--- src/rtl/rat_pipe_pkg.sv ---
// Shared definitions for the pipeline hazard controller: decode classes,
// controller states and default post-event bubble lengths.
package rat_pipe_pkg;

  localparam int INSTR_W   = 4;
  localparam int MAX_FLUSH = 15;

  localparam int DEF_FLUSH_BR   = 2;
  localparam int DEF_FLUSH_CALL = 2;
  localparam int DEF_FLUSH_RET  = 3;
  localparam int DEF_FLUSH_INT  = 2;
  localparam int DEF_FLUSH_RST  = 2;

  localparam logic [INSTR_W-1:0] CLS_BR_LO  = 4'd1;
  localparam logic [INSTR_W-1:0] CLS_BR_HI  = 4'd5;
  localparam logic [INSTR_W-1:0] CLS_CALL   = 4'd6;
  localparam logic [INSTR_W-1:0] CLS_RET_LO = 4'd7;
  localparam logic [INSTR_W-1:0] CLS_RET_HI = 4'd9;

  typedef enum logic [1:0] {
    ST_RUN,
    ST_FLUSH,
    ST_RST_FLUSH
  } state_t;

  typedef enum logic [1:0] {
    ICLS_NONE,
    ICLS_BRANCH,
    ICLS_CALL,
    ICLS_RETURN
  } instr_class_t;

  function automatic instr_class_t classify(input logic [INSTR_W-1:0] t);
    if (t >= CLS_BR_LO && t <= CLS_BR_HI)        return ICLS_BRANCH;
    else if (t == CLS_CALL)                       return ICLS_CALL;
    else if (t >= CLS_RET_LO && t <= CLS_RET_HI)  return ICLS_RETURN;
    else                                          return ICLS_NONE;
  endfunction

  function automatic bit flush_ok(input int n);
    return (n >= 0) && (n <= MAX_FLUSH);
  endfunction

endpackage

--- src/rtl/hazard_control_if.sv ---
// Decode-side inputs and PC/fetch control outputs of the hazard controller.
interface hazard_control_if
  import rat_pipe_pkg::*;
#(
  parameter int REG_AW     = 5,
  parameter int NUM_STAGES = 2
);
  logic [REG_AW-1:0]            reg_a;
  logic [REG_AW-1:0]            reg_b;
  logic                         a_read;
  logic                         b_read;
  logic [NUM_STAGES*REG_AW-1:0] reg_dst;
  logic [NUM_STAGES-1:0]        reg_dst_en;
  logic [INSTR_W-1:0]           instr_type;
  logic                         branch_taken;
  logic                         interrupt;
  logic                         mem_busy;

  logic fetch_stall;
  logic imem_addr_mux;
  logic dec_nop;
  logic pc_inc;
  logic pc_load;
  logic pc_reset;
  logic int_ack;
  logic flush_active;

  modport master (
    output reg_a, reg_b, a_read, b_read, reg_dst, reg_dst_en,
           instr_type, branch_taken, interrupt, mem_busy,
    input  fetch_stall, imem_addr_mux, dec_nop, pc_inc, pc_load,
           pc_reset, int_ack, flush_active
  );

  modport slave (
    input  reg_a, reg_b, a_read, b_read, reg_dst, reg_dst_en,
           instr_type, branch_taken, interrupt, mem_busy,
    output fetch_stall, imem_addr_mux, dec_nop, pc_inc, pc_load,
           pc_reset, int_ack, flush_active
  );
endinterface

--- src/rtl/hazard_detect.sv ---
// Read-after-write detector: flags a decode source that matches the
// destination of any downstream stage that will write the register file.
module hazard_detect #(
  parameter int REG_AW     = 5,
  parameter int NUM_STAGES = 2
) (
  input  logic [REG_AW-1:0]            reg_a,
  input  logic [REG_AW-1:0]            reg_b,
  input  logic                         a_read,
  input  logic                         b_read,
  input  logic [NUM_STAGES*REG_AW-1:0] reg_dst,
  input  logic [NUM_STAGES-1:0]        reg_dst_en,
  output logic                         raw
);
  logic [NUM_STAGES-1:0] hit;

  for (genvar gi = 0; gi < NUM_STAGES; gi++) begin : g_stage
    logic [REG_AW-1:0] dst;
    assign dst     = reg_dst[gi*REG_AW +: REG_AW];
    assign hit[gi] = reg_dst_en[gi] &
                     ((a_read & (reg_a == dst)) | (b_read & (reg_b == dst)));
  end

  assign raw = |hit;
endmodule

--- src/rtl/hazard_control.sv ---
// Pipeline hazard controller: sequences control-flow flush bubbles, RAW
// stalls, interrupt entry and post-reset bubbles for the fetch/decode stages.
module hazard_control
  import rat_pipe_pkg::*;
#(
  parameter int REG_AW     = 5,
  parameter int NUM_STAGES = 2,
  parameter int FLUSH_BR   = DEF_FLUSH_BR,
  parameter int FLUSH_CALL = DEF_FLUSH_CALL,
  parameter int FLUSH_RET  = DEF_FLUSH_RET,
  parameter int FLUSH_INT  = DEF_FLUSH_INT,
  parameter int FLUSH_RST  = DEF_FLUSH_RST
) (
  input logic             clk,
  input logic             reset_n,
  hazard_control_if.slave bus
);

  if (!(flush_ok(FLUSH_BR) && flush_ok(FLUSH_CALL) && flush_ok(FLUSH_RET) &&
        flush_ok(FLUSH_INT) && flush_ok(FLUSH_RST))) begin : g_bad_flush
    $error("hazard_control: flush lengths must lie in 0..15");
  end

  state_t       state_reg, state_next;
  logic [3:0]   cnt_reg, cnt_next;
  logic         int_pending_reg, int_pending_next;

  logic         raw;
  instr_class_t cls;
  logic         run_idle;
  logic         take_int;
  logic         ev_ret, ev_call, ev_br;
  logic [3:0]   ev_len;
  logic         dec_nop, pc_load, flush_active, raw_stall;
  logic         fetch_stall, pc_reset;

  hazard_detect #(
    .REG_AW     (REG_AW),
    .NUM_STAGES (NUM_STAGES)
  ) u_detect (
    .reg_a      (bus.reg_a),
    .reg_b      (bus.reg_b),
    .a_read     (bus.a_read),
    .b_read     (bus.b_read),
    .reg_dst    (bus.reg_dst),
    .reg_dst_en (bus.reg_dst_en),
    .raw        (raw)
  );

  // Only one event is accepted per cycle; the classes are mutually exclusive
  // so masking with take_int is enough to realise the priority order.
  assign cls      = classify(bus.instr_type);
  assign run_idle = (state_reg == ST_RUN) & ~bus.mem_busy;
  assign take_int = (bus.interrupt | int_pending_reg) & run_idle;
  assign ev_ret   = run_idle & ~take_int & (cls == ICLS_RETURN);
  assign ev_call  = run_idle & ~take_int & (cls == ICLS_CALL);
  assign ev_br    = run_idle & ~take_int & (cls == ICLS_BRANCH) & bus.branch_taken;
  assign ev_len   = take_int ? 4'(FLUSH_INT)  :
                    ev_ret   ? 4'(FLUSH_RET)  :
                    ev_call  ? 4'(FLUSH_CALL) : 4'(FLUSH_BR);

  always_ff @(posedge clk or negedge reset_n) begin
    if (!reset_n) begin
      state_reg       <= ST_RST_FLUSH;
      cnt_reg         <= 4'(FLUSH_RST);
      int_pending_reg <= 1'b0;
    end else begin
      state_reg       <= state_next;
      cnt_reg         <= cnt_next;
      int_pending_reg <= int_pending_next;
    end
  end

  always_comb begin
    state_next       = state_reg;
    cnt_next         = cnt_reg;
    int_pending_next = int_pending_reg;
    dec_nop          = 1'b0;
    pc_load          = 1'b0;
    flush_active     = 1'b0;
    raw_stall        = 1'b0;

    case (state_reg)
      ST_RUN: begin
        if (bus.mem_busy) begin
          dec_nop = 1'b1;
        end else if (take_int | ev_ret | ev_call | ev_br) begin
          dec_nop = 1'b1;
          pc_load = ~ev_call;
          if (ev_len != 4'd0) begin
            state_next = ST_FLUSH;
            cnt_next   = ev_len;
          end
        end else if (raw) begin
          dec_nop   = 1'b1;
          raw_stall = 1'b1;
        end
      end
      ST_FLUSH, ST_RST_FLUSH: begin
        dec_nop      = 1'b1;
        flush_active = 1'b1;
        // cnt_reg <= 1 also covers a zero-length post-reset flush
        if (!bus.mem_busy) begin
          if (cnt_reg <= 4'd1) begin
            state_next = ST_RUN;
            cnt_next   = 4'd0;
          end else begin
            cnt_next = cnt_reg - 4'd1;
          end
        end
      end
      default: begin
        state_next = ST_RST_FLUSH;
        cnt_next   = 4'(FLUSH_RST);
        dec_nop    = 1'b1;
      end
    endcase

    if (take_int)
      int_pending_next = 1'b0;
    else if (bus.interrupt)
      int_pending_next = 1'b1;
  end

  assign pc_reset          = ~reset_n;
  assign fetch_stall       = raw_stall | bus.mem_busy;
  assign bus.fetch_stall   = fetch_stall;
  assign bus.imem_addr_mux = fetch_stall;
  assign bus.dec_nop       = dec_nop;
  assign bus.pc_load       = pc_load;
  assign bus.pc_reset      = pc_reset;
  assign bus.pc_inc        = ~pc_reset & ~pc_load & ~fetch_stall;
  assign bus.int_ack       = take_int;
  assign bus.flush_active  = flush_active;

endmodule

--- src/flat_wrapper.sv ---
// flat-port wrapper written by rule: the top's interface ports become plain ports
module hazard_control_flat import rat_pipe_pkg::*;
#(
  parameter int REG_AW     = 5,
  parameter int NUM_STAGES = 2,
  parameter int FLUSH_BR   = DEF_FLUSH_BR,
  parameter int FLUSH_CALL = DEF_FLUSH_CALL,
  parameter int FLUSH_RET  = DEF_FLUSH_RET,
  parameter int FLUSH_INT  = DEF_FLUSH_INT,
  parameter int FLUSH_RST  = DEF_FLUSH_RST
)
  (clk, reset_n, bus_reg_a, bus_reg_b, bus_a_read, bus_b_read, bus_reg_dst, bus_reg_dst_en, bus_instr_type, bus_branch_taken, bus_interrupt, bus_mem_busy, bus_fetch_stall, bus_imem_addr_mux, bus_dec_nop, bus_pc_inc, bus_pc_load, bus_pc_reset, bus_int_ack, bus_flush_active);
  hazard_control_if #(.REG_AW(REG_AW), .NUM_STAGES(NUM_STAGES)) bus_i ();
  input logic clk;
  input logic reset_n;
  input wire logic [$bits(bus_i.reg_a)-1:0] bus_reg_a;
  input wire logic [$bits(bus_i.reg_b)-1:0] bus_reg_b;
  input wire logic [$bits(bus_i.a_read)-1:0] bus_a_read;
  input wire logic [$bits(bus_i.b_read)-1:0] bus_b_read;
  input wire logic [$bits(bus_i.reg_dst)-1:0] bus_reg_dst;
  input wire logic [$bits(bus_i.reg_dst_en)-1:0] bus_reg_dst_en;
  input wire logic [$bits(bus_i.instr_type)-1:0] bus_instr_type;
  input wire logic [$bits(bus_i.branch_taken)-1:0] bus_branch_taken;
  input wire logic [$bits(bus_i.interrupt)-1:0] bus_interrupt;
  input wire logic [$bits(bus_i.mem_busy)-1:0] bus_mem_busy;
  output wire logic [$bits(bus_i.fetch_stall)-1:0] bus_fetch_stall;
  output wire logic [$bits(bus_i.imem_addr_mux)-1:0] bus_imem_addr_mux;
  output wire logic [$bits(bus_i.dec_nop)-1:0] bus_dec_nop;
  output wire logic [$bits(bus_i.pc_inc)-1:0] bus_pc_inc;
  output wire logic [$bits(bus_i.pc_load)-1:0] bus_pc_load;
  output wire logic [$bits(bus_i.pc_reset)-1:0] bus_pc_reset;
  output wire logic [$bits(bus_i.int_ack)-1:0] bus_int_ack;
  output wire logic [$bits(bus_i.flush_active)-1:0] bus_flush_active;
  assign bus_i.reg_a = bus_reg_a;
  assign bus_i.reg_b = bus_reg_b;
  assign bus_i.a_read = bus_a_read;
  assign bus_i.b_read = bus_b_read;
  assign bus_i.reg_dst = bus_reg_dst;
  assign bus_i.reg_dst_en = bus_reg_dst_en;
  assign bus_i.instr_type = bus_instr_type;
  assign bus_i.branch_taken = bus_branch_taken;
  assign bus_i.interrupt = bus_interrupt;
  assign bus_i.mem_busy = bus_mem_busy;
  assign bus_fetch_stall = bus_i.fetch_stall;
  assign bus_imem_addr_mux = bus_i.imem_addr_mux;
  assign bus_dec_nop = bus_i.dec_nop;
  assign bus_pc_inc = bus_i.pc_inc;
  assign bus_pc_load = bus_i.pc_load;
  assign bus_pc_reset = bus_i.pc_reset;
  assign bus_int_ack = bus_i.int_ack;
  assign bus_flush_active = bus_i.flush_active;
  hazard_control #(.REG_AW(REG_AW), .NUM_STAGES(NUM_STAGES), .FLUSH_BR(FLUSH_BR), .FLUSH_CALL(FLUSH_CALL), .FLUSH_RET(FLUSH_RET), .FLUSH_INT(FLUSH_INT), .FLUSH_RST(FLUSH_RST)) u_core (.clk(clk), .reset_n(reset_n), .bus(bus_i));
endmodule
--- config.mk ---
export PLATFORM = sky130hd
export DESIGN_NAME = hazard_control_flat
export DESIGN_NICKNAME = d
export VERILOG_FILES = /design/src/rtl/rat_pipe_pkg.sv /design/src/rtl/hazard_control_if.sv /design/src/rtl/hazard_detect.sv /design/src/rtl/hazard_control.sv /design/src/flat_wrapper.sv
export SDC_FILE = /design/constraint.sdc
export NUM_CORES = 1
export LEC_CHECK = 0
export CAP_MARGIN = 15
export CELL_PAD_IN_SITES_DETAIL_PLACEMENT = 1
export CELL_PAD_IN_SITES_GLOBAL_PLACEMENT = 2
export CORE_MARGIN = 2
export CORE_UTILIZATION = 20
export CTS_BUF_LIST = sky130_fd_sc_hd__clkbuf_4 sky130_fd_sc_hd__clkbuf_8
export DETAILED_ROUTE_END_ITERATION = 8
export PLACE_DENSITY = 0.83
export SLEW_MARGIN = 20
export SYNTH_ARGS = -nofsm -noshare
export SYNTH_HDL_FRONTEND = slang
export SYNTH_SLANG_ARGS = --single-unit
--- constraint.sdc ---
create_clock -name clk -period 1.85 [get_ports clk]
set_input_delay 0.4625 -clock clk [delete_from_list [all_inputs] [get_ports clk]]
set_output_delay 0.4625 -clock clk [all_outputs]
set_load 0.005 [all_outputs]
==> metrics.md, run 1 <==
| Metric | Value |
|---|---|
| Status | `finished with violations` |
| Failing checks | `negative setup slack` |
| Leakage | `slightly below 0.8 nW` |
| Top Layer Used | `met4` |
| Slew headroom | `0.807` |
| CTS root buffer | `clkbuf_8` |
| Gp weighted congestion | `0.768` |
| Yosys warns | `0` |
| Initial Util | `0.212` |
| Critical Path End Type | `output port` |
| Sum Neg Setup Slack | `-1.44 ns` |
| Port buffer count | `40` |
| Main synth FF type | `dfrtp_1` |
| Die Wd | `66.9 um` |
| Num rows | `22` |
| Bufs on Longest Clock Path | `2` |
| Post-synth ARST share | `1.00` |
| CP required | `1.39 ns` |
| GRT Total Usage | `0.164` |
| Setup crit end | `bus_dec_nop` |
| Core ar. | `roughly 0.0037 mm^2` |
| Synth Register Bits | `7` |
| DRT iter0 DRCs | `32` |
| Worst r2r path cells | `9` |
| Max Cap Viol | `0` |
| Placement Cell Area | `0.00146 mm^2` |
| Clock Latency Late Sink | `0.24 ns` |
| DRT Wirelength | `3580 um` |
| Routed length on met2 | `around 2000 um` |
| WL met1 | `1400 um` |
| CP Max Fanout | `3` |
| Htree depth | `1` |
| Syn nets | `132` |
| Clock skew | `between 0.003 and 0.004 ns` |
| CTS Sinks | `7` |
| Commonest non-fill, non-tap cell in the layout | `buf_4` |
| Io pins | `41` |
| Post-synth EDFFs | `0` |
| DR WL met3 | `92 um` |
| ANT cells | `0` |
| Tmin final | `2.23 ns` |
| Via count | `1,033` |
| Period utilization | `1.20` |
| Global route overflow | `0` |
| Layout area overhead | `116%` |
| Finished Layout Cells | `226` |
| Max reg flops | `4` |
| Antenna violations before repair | `0` |
| Crit Reg-Reg Endpoint | `u_core.cnt_reg[3]` |
| First-pass GRT wire length | `5580 um` |
| Register area share after synthesis | `0.224` |
| Final nets | `roughly 220` |
| Final Max Tran Viols | `0` |
| Drc violations | `0` |
| Largest net degree at the start of global routing | `9` |
| Total power | `0.00155 W` |
| CTS tree | `done` |
| Peak supply drop | `between 0.2 and 0.25 mV` |
| Die ar. | `0.00448 mm^2` |
| DR vias/cell | `about 4.6` |
| Worst Setup Slack, final | `-0.376 ns` |
| DR pass1 iterations | `2` |
| Final Hold Violating Endpoints | `0` |
| RSZ-0062 raised after global routing | `yes` |
| Reg2reg start | `u_core.state_reg[1]` |
| Max frequency | `~0.45 GHz` |
| Worst slew pin tran | `0.288 ns` |
| Worst min path class | `input pin to async pin` |
| TritonCTS Buffers | `3` |
| Most frequent cells in the layout | `32 x buf_4, 22 x buf_2, 14 x buf_6` |
| CP Class | `input pin to output port` |
| Syn Area/Cell | `8.43 um^2` |
| Number of global-route vias before repair | `1,218` |
| Synth unique cells | `32` |
| Layout cell share with drive strength beyond 1 | `0.635` |
| Worst reg2reg setup slack | `around 0.010 ns` |
| DP Wirelength | `2550 um` |
| Cells after DPL | `around 210` |
| WL/cell | `15.8 um` |
| Worst slack, placed | `-1.10 ns` |
| Die height | `66.9 um` |
| Post-Syn Instances | `94` |
| Synthesized area | `792 um^2` |
| Final instance area | `between 0.0015 and 0.002 mm^2` |
| Antenna viol nets, final | `0` |
| Final Setup Violations | `4` |
| WP data arrival | `1.76 ns` |
| Startpoint Class | `input pin` |
| Pwr Density | `a little over 900 mW/mm^2` |
| Clock slew at reported path FFs | `~0.04 ns` |
| Fill cells | `444` |
| Worst setup path start | `bus_instr_type[2]` |
==> worst min-delay path by stage <==
| stage | from | slack, ns | to |
|---|---|---|---|
| 2_1_floorplan | reset_n | 0.17 | u_core.cnt_reg[0] |
| 3_3_place_gp | u_core.cnt_reg[1] | 0.51 | u_core.cnt_reg[1] |
| 3_5_place_dp | u_core.cnt_reg[1] | 0.54 | u_core.cnt_reg[1] |
| 4_1_cts | reset_n | 0.30 | u_core.cnt_reg[0] |
| 5_1_grt | reset_n | 0.34 | u_core.state_reg[0] |
| 6_report | reset_n | 0.33 | u_core.cnt_reg[0] |
==> logic make-up (layout without fill, tap and decap cells) <==
group | count (synthesis) | after routing | synth area share
AO/OA/AOI/OAI | 20 | 20 | 0.197
flip-flops | 7 | 7 | 0.224
XOR/XNOR | 20 | 20 | 0.221
AND/OR/NAND/NOR | 34 | 34 | 0.235
buffers and inverters | 8 | 92 | 0.0427
adder cells (fa/ha/maj) | 5 | 5 | 0.0790
==> worst max-delay path: stages <==
cell	delay, ns
buf_8	0.10
o21a_1	0.21
buf_4	0.14
o32a_1	0.29
or4_1	0.41
buf_2	0.15
==> cells in the mapped netlist (all sizes together), types with 2 or more instances <==
| cell type | number | area share |
|---|---|---|
| a21oi | 4 | 0.039 |
| a31oi | 2 | 0.016 |
| dfrtp | 5 | 0.16 |
| dfstp | 2 | 0.066 |
| ha | 5 | 0.079 |
| inv | 7 | 0.033 |
| nand2 | 8 | 0.038 |
| nand3 | 2 | 0.013 |
| nand4 | 5 | 0.039 |
| nor2 | 5 | 0.024 |
| nor4 | 4 | 0.032 |
| o21ai | 2 | 0.013 |
| o22ai | 2 | 0.016 |
| o31ai | 2 | 0.019 |
| o32a | 2 | 0.025 |
| or3 | 3 | 0.024 |
| or4 | 2 | 0.019 |
| xnor2 | 4 | 0.044 |
| xor2 | 16 | 0.18 |
==> layout make-up <==
cell class / count / area [um^2] / area share
flip-flops and latches: 7 / 178 / 0.104
well taps: 48 / 60.1 / 0.0351
inverters: 7 / 26.3 / 0.0154
repair buffers: 81 / 627 / 0.366
multi-input cells: 79 / 771 / 0.451
clock buffers: 4 / 48.8 / 0.0285
==> per-stage QoR <==
step,hold slack [ns],utilization
3_5_place_dp,0.540,0.390
6_report,0.329,0.457
5_1_grt,0.335,0.457
3_3_place_gp,0.506,0.390
2_1_floorplan,0.167,-
4_1_cts,0.301,0.418
==> report_power, final <==
part	leakage (nW)	total, W	internal (W)	switching (W)
Clock	0.0262	0.000239	0.000164	0.0000743
Sequential	0.0843	0.000262	0.000216	0.0000454
Combinational	0.674	0.00105	0.000572	0.000475
Total	0.785	0.00155	0.000953	0.000595
==> metal layers <==
metal,vias up,track usage
met5,-,0
met4,0,0.0536
met3,11,0.0135
met2,17,0.326
met1,496,0.178
li1,509,-
==> repair_timing <==
| action | CTS | global route |
|---|---|---|
| resized for setup | 151 | 38 |
| setup buffers | 11 | 4 |
| hold buffers | 0 | 0 |
| setup endpoints to repair | 14 | 11 |
| pin swaps | 35 | 23 |
| endpoints found under the hold margin | 0 | 0 |
No activity file was read; power rests on OpenSTA's default activity.
==> run 2, diff against run 1 <==
--- a/config.mk
+++ b/config.mk
@@ -8,7 +8,6 @@
 export CAP_MARGIN = 15
 export CELL_PAD_IN_SITES_DETAIL_PLACEMENT = 1
 export CELL_PAD_IN_SITES_GLOBAL_PLACEMENT = 2
-export CORE_MARGIN = 2
 export CORE_UTILIZATION = 20
 export CTS_BUF_LIST = sky130_fd_sc_hd__clkbuf_4 sky130_fd_sc_hd__clkbuf_8
 export DETAILED_ROUTE_END_ITERATION = 8
==> constraint.sdc (replaced) <==
create_clock -name clk -period 1.85 [get_ports clk]
set_input_delay 0.4625 -clock clk [delete_from_list [all_inputs] [get_ports clk]]
set_output_delay 0.4625 -clock clk [all_outputs]
set_load 0.1 [all_outputs]
==> metrics.md, run 2 (synthesis gave the netlist of run 1 again) <==
| Metric | Value |
|---|---|
| Num rows | `22 (unchanged)` |
| First-pass GRT wire length | `5160 um (-7.4%)` |
| ANT cells | `0 (unchanged)` |
| Gp weighted congestion | `0.850 (+11%)` |
| Finished Core Util | `0.522 (+0.0653)` |
| CP Class | `input pin to output port` |
| Final Max Tran Viols | `0 (unchanged)` |
| CP Max Fanout | `2 (-1)` |
| Clock skew | `0.00243 ns (-0.00128 ns)` |
| Initial Util | `0.213 (+0.00157)` |
| Failing checks | `negative setup slack` |
| Core ar. | `0.00372 mm^2 (-0.74%)` |
| Max Cap Viol | `0 (unchanged)` |
| Max reg flops | `4 (unchanged)` |
| Slew headroom | `0.792 (-0.0151)` |
| Final Setup Violations | `6 (+2)` |
| Drc violations | `0 (unchanged)` |
| Layout cell share with drive strength beyond 1 | `0.711 (+0.0760)` |
| Period utilization | `1.24 (+0.0408)` |
| Io pins | `41 (unchanged)` |
| Status | `finished with violations` |
| Hold buffers post-CTS | `0 (unchanged)` |
| Number of global-route vias before repair | `1,159 (-4.8%)` |
| Antenna viol nets, final | `0 (unchanged)` |
| DRT Wirelength | `3360 um (-6.1%)` |
| Worst min path class | `input pin to async pin` |
| Largest net degree at the start of global routing | `9 (unchanged)` |
| WL/cell | `15.7 um (-0.88%)` |
| GRT Total Usage | `0.158 (-0.00604)` |
| Worst slack, placed | `-0.915 ns (+0.187 ns)` |
| Pwr Density | `991 mW/mm^2 (+9.5%)` |
| RSZ-0062 raised after global routing | `yes` |
| Final Hold Violating Endpoints | `0 (unchanged)` |
| Critical-path cell list | `buf_8, xor2_1, nor4_2, nand4_1, nand4_1, or4_4, buf_12` |
| WP data arrival | `1.84 ns (+0.08 ns)` |
| Total power | `0.00192 W (+24%)` |
| Tmin final | `2.30 ns (+0.0755 ns)` |
| Die Wd | `64.9 um (-3.0%)` |
| Crit path buffers/inverters | `2 (-1)` |
| CP required | `1.39 ns (about the same)` |
| Peak supply drop | `0.363 mV (+62%)` |
| CP peak stage delay | `0.58 ns (+0.17 ns)` |
| Worst slew pin tran | `0.311 ns (+0.0230 ns)` |
| CTS Sinks | `7 (unchanged)` |
| Port buffer count | `40 (unchanged)` |
| Die ar. | `0.00422 mm^2 (-5.9%)` |
| CP most frequent cell | `nand4_1` |
| Antenna violations before repair | `0 (unchanged)` |
| Bufs on Longest Clock Path | `2 (unchanged)` |
| Max frequency | `0.434 GHz (-3.3%)` |
| Clock Latency Late Sink | `0.23 ns (about the same)` |
| Most frequent cells in the layout | `23 x buf_4, 23 x buf_6, 12 x xor2_2` |
| Crit-path slowest cell | `or4_4` |
| DRT iter0 DRCs | `31 (-3.1%)` |
| Leakage | `0.834 nW (+6.3%)` |
| Htree depth | `1 (unchanged)` |
| Largest delay share family, worst path | `simple AND/OR/NAND/NOR gates` |
| CTS tree | `done` |
| Via count | `1,006 (-2.6%)` |
| Layout area overhead | `145%` |
| Final nets | `205 (-5.5%)` |
| TritonCTS Buffers | `3 (unchanged)` |
| Die height | `64.9 um (-3.0%)` |
| DR vias/cell | `4.70 (+2.8%)` |
| DP Wirelength | `2560 um (+0.59%)` |
| DR pass1 iterations | `4 (+2)` |
| CTS root buffer | `clkbuf_8` |
| Worst Setup Slack, final | `-0.452 ns (-0.0755 ns)` |
| Global route overflow | `0 (unchanged)` |
| Clock slew at reported path FFs | `0.04 ns (about the same)` |
| Startpoint Class | `input pin` |
| Critical Path End Type | `output port` |
run 2: cell types whose count changed in the layout (fill, tap and decap cells not counted), moves of 2 or more:
cell,delta
dlygate4sd2_1,-2
or4_1,-2
xor2_2,+8
buf_4,-9
xor2_1,-8
buf_12,+8
buf_6,+9
or4_4,+2
buf_8,+2
buf_2,-18
clkdlybuf4s15_1,-2
run 2: report_power, final:
part,internal [W],switching (W)
logic,0.000667,0.000757
clock network,0.000164,0.0000691
registers,0.000216,0.0000501
run 2: stage by stage:
stage	std cells	hold slack (ns)	setup TNS (ns)	cell area, um^2
floorplan	94	0.167	-2.53	908
CTS	213	0.546	-2.06	1700
detailed placement	203	0.541	-6.83	1590
finish	214	0.544	-1.81	1940
global route	214	0.553	-2.49	1940
global placement	203	0.503	-6.09	1590
run 2: path summary, 6_finish.rpt:
path                                   startpoint                  end  slack [ns]  depth (start not counted)
setup / recovery                     bus_reg_a[4]          bus_dec_nop       -0.45                          7
hold / removal                            reset_n  u_core.state_reg[0]        0.54                          2
setup reg to reg           u_core.int_pending_reg    u_core.cnt_reg[3]       -0.01                          6
hold reg to reg                 u_core.cnt_reg[1]    u_core.cnt_reg[1]        0.55                          2
max in group asynchronous                 reset_n    u_core.cnt_reg[1]        1.10                          2
min in group clk                u_core.cnt_reg[1]    u_core.cnt_reg[1]        0.55                          2
run 2: layout make-up:
cell class | count | area [um^2]
timing repair buffer | 69 | 721
clock buffer | 4 | 48.8
inverter | 7 | 26.3
fill | 403 | 1780
sequential | 7 | 178
multi-input combinational | 79 | 907
tap | 48 | 60.1
run 2: metal layers:
layer | vias up | GRT usage | wire length [um]
met1 | 497 | 0.170 | 1270
met4 | 0 | 0.0556 | 53
met2 | 25 | 0.307 | 1950
met3 | 6 | 0.0211 | 83
li1 | 478 | - | -
met5 | - | 0 | 0
run 2: what timing repair did:
item | in CTS | in global routing
pin swaps | 36 | 27
setup endpoints to repair | 12 | 11
setup buffers | 7 | 4
resized for setup | 129 | 65
gates cloned | 0 | 0
==> run 3, diff against run 2 <==
--- a/config.mk
+++ b/config.mk
@@ -12,6 +12,7 @@
 export CTS_BUF_LIST = sky130_fd_sc_hd__clkbuf_4 sky130_fd_sc_hd__clkbuf_8
 export DETAILED_ROUTE_END_ITERATION = 8
 export PLACE_DENSITY = 0.83
+export RECOVER_POWER = 50
 export SLEW_MARGIN = 20
 export SYNTH_ARGS = -nofsm -noshare
 export SYNTH_HDL_FRONTEND = slang
==> metrics.md, run 3 (synthesis gave the netlist of run 1 again) <==
| Metric | Value |
|---|---|
| Leakage | `0.830 nW (-0.40%)` |
| Fill cells | `403 (unchanged)` |
| Crit-path slowest cell | `or4_4` |
| Max frequency | `0.434 GHz (unchanged)` |
| Port buffer count | `40 (unchanged)` |
| Crit path depth | `7 (unchanged)` |
| Drc violations | `0 (unchanged)` |
| Worst min path class | `flip-flop to flip-flop` |
| Critical Path End Type | `output port` |
| Largest net degree at the start of global routing | `9 (unchanged)` |
| DR vias/cell | `4.71 (+0.20%)` |
| Global route overflow | `0 (unchanged)` |
| Gp weighted congestion | `0.850 (unchanged)` |
| CTS Sinks | `7 (unchanged)` |
| Die height | `64.9 um (unchanged)` |
| Pwr Density | `992 mW/mm^2 (+0.11%)` |
| Core ar. | `0.00372 mm^2 (unchanged)` |
| Final Hold Violating Endpoints | `0 (unchanged)` |
| Hold Crit Endpoint | `u_core.cnt_reg[1]` |
| Largest delay share family, worst path | `simple AND/OR/NAND/NOR gates` |
| Worst slack, placed | `-0.915 ns (unchanged)` |
| RSZ-0062 raised after global routing | `yes` |
| Crit Reg-Reg Endpoint | `u_core.cnt_reg[3]` |
| Worst Setup Slack, final | `-0.452 ns (unchanged)` |
| Worst reg2reg setup slack | `-0.01 ns (about the same)` |
| Startpoint Class | `input pin` |
| Via count | `1,008 (+0.20%)` |
| First-pass GRT wire length | `5160 um (unchanged)` |
| Reg2reg start | `u_core.int_pending_reg` |
| Layout cell share with drive strength beyond 1 | `0.705 (-0.00602)` |
| Die Wd | `64.9 um (unchanged)` |
| Final instance area | `0.00194 mm^2 (-0.19%)` |
| Htree depth | `1 (unchanged)` |
| Antenna violations before repair | `0 (unchanged)` |
| Failing checks | `negative setup slack` |
| Num rows | `22 (unchanged)` |
| DR pass1 iterations | `4 (unchanged)` |
| Bufs on Longest Clock Path | `2 (unchanged)` |
| DRT Wirelength | `3360 um (about the same)` |
| Placement Cell Area | `0.00159 mm^2 (unchanged)` |
| Layout area overhead | `145%` |
| CP Class | `input pin to output port` |
| Hold buffers post-CTS | `0 (unchanged)` |
| DRT iter0 DRCs | `27 (-13%)` |
| Die ar. | `0.00422 mm^2 (unchanged)` |
| Worst r2r path cells | `6 (unchanged)` |
| Slew headroom | `0.720 (-0.0721)` |
| Worst slew pin tran | `0.420 ns (+0.109 ns)` |
| Peak supply drop | `0.363 mV (about the same)` |
| Final Setup Violations | `7 (+1)` |
| Crit path buffers/inverters | `2 (unchanged)` |
| DP Wirelength | `2560 um (unchanged)` |
| Clock skew | `0.00243 ns (+0.0000000200 ns)` |
| CTS tree | `done` |
| TritonCTS Buffers | `3 (unchanged)` |
| GRT Total Usage | `0.158 (unchanged)` |
| CP most frequent cell | `nand4_1` |
| Max Cap Viol | `0 (unchanged)` |
| CP required | `1.39 ns (about the same)` |
| Antenna viol nets, final | `0 (unchanged)` |
| Sum Neg Setup Slack | `-1.82 ns (-0.00742 ns)` |
| Number of global-route vias before repair | `1,159 (unchanged)` |
| CP Max Fanout | `2 (unchanged)` |
| CP peak stage delay | `0.58 ns (about the same)` |
| Most frequent cells in the layout | `23 x buf_6, 22 x buf_4, 12 x xor2_2` |
| WL/cell | `15.7 um (about the same)` |
| Final nets | `205 (unchanged)` |
| Clock slew at reported path FFs | `0.04 ns (about the same)` |
| CTS root buffer | `clkbuf_8` |
| Initial Util | `0.213 (unchanged)` |
| ANT cells | `0 (unchanged)` |
| Hold Path Depth | `2` |
| Tmin final | `2.30 ns (unchanged)` |
| Status | `finished with violations` |
| Final Max Tran Viols | `0 (unchanged)` |
| Period utilization | `1.24 (unchanged)` |
| WP data arrival | `1.84 ns (about the same)` |
| Critical-path cell list | `buf_8, xor2_1, nor4_2, nand4_1, nand4_1, or4_4, buf_12` |
| Max reg flops | `4 (unchanged)` |
| Clock Latency Late Sink | `0.23 ns (about the same)` |
| Io pins | `41 (unchanged)` |
| Commonest non-fill, non-tap cell in the layout | `buf_6` |
| Worst hold start | `u_core.cnt_reg[1]` |
-- run 3: worst max path at each step --
stage	end	slack [ns]	startpoint
after floorplan	bus_pc_inc	-0.91	bus_instr_type[0]
after global placement	bus_pc_inc	-0.86	bus_instr_type[2]
after detailed placement	bus_pc_inc	-0.91	bus_instr_type[2]
after CTS	bus_pc_inc	-0.44	bus_instr_type[2]
after global routing	bus_pc_inc	-0.58	bus_reg_b[3]
final	bus_dec_nop	-0.45	bus_reg_a[4]
-- run 3: cell type report --
cell class                      count  area (um^2)  area share
Clock buffer                        4         48.8      0.0252
Inverter                            7         26.3      0.0136
Multi-Input combinational cell     79          907       0.468
Sequential cell                     7          178      0.0917
Tap cell                           48         60.1      0.0310
Timing Repair Buffer               69          717       0.370
-- run 3: timing repair --
action                     CTS  global route
setup endpoints to repair   12            11
buffers inserted             7             4
pin swaps                   36            27
resized for setup          129            65
-- run 3: through the flow --
stage | std cells | hold slack [ns] | util | power [W]
finish | 214 | 0.551 | 0.521 | 0.00192
global route | 214 | 0.585 | 0.521 | 0.00203
CTS | 213 | 0.546 | 0.457 | 0.00179
detailed placement | 203 | 0.541 | 0.429 | 0.00147
global placement | 203 | 0.503 | 0.429 | 0.00142
floorplan | 94 | 0.167 | - | 0.000985
-- run 3: power breakdown --
part	switching, W	leakage (nW)	internal, W	total (W)
Clock	0.0000691	0.0262	0.000164	0.000233
Combinational	0.000757	0.720	0.000666	0.00142
Sequential	0.0000501	0.0843	0.000216	0.000266
Total	0.000876	0.830	0.00105	0.00192
-- run 3: routing by layer --
| layer | track usage | share of wire |
|---|---|---|
| met5 | 0 | 0 |
| met2 | 0.307 | 0.58 |
| met1 | 0.170 | 0.38 |
| met3 | 0.0211 | 0.025 |
| met4 | 0.0556 | 0.016 |
-- run 3: worst register-to-register path, delay by kind of cell, from the launching register on --
kind	cells	cell delay [ns]
AOI/OAI and AO/OA	2	0.72
buffers and inverters	1	0.15
DFF	1	0.38
and+or+nand+nor	3	0.49
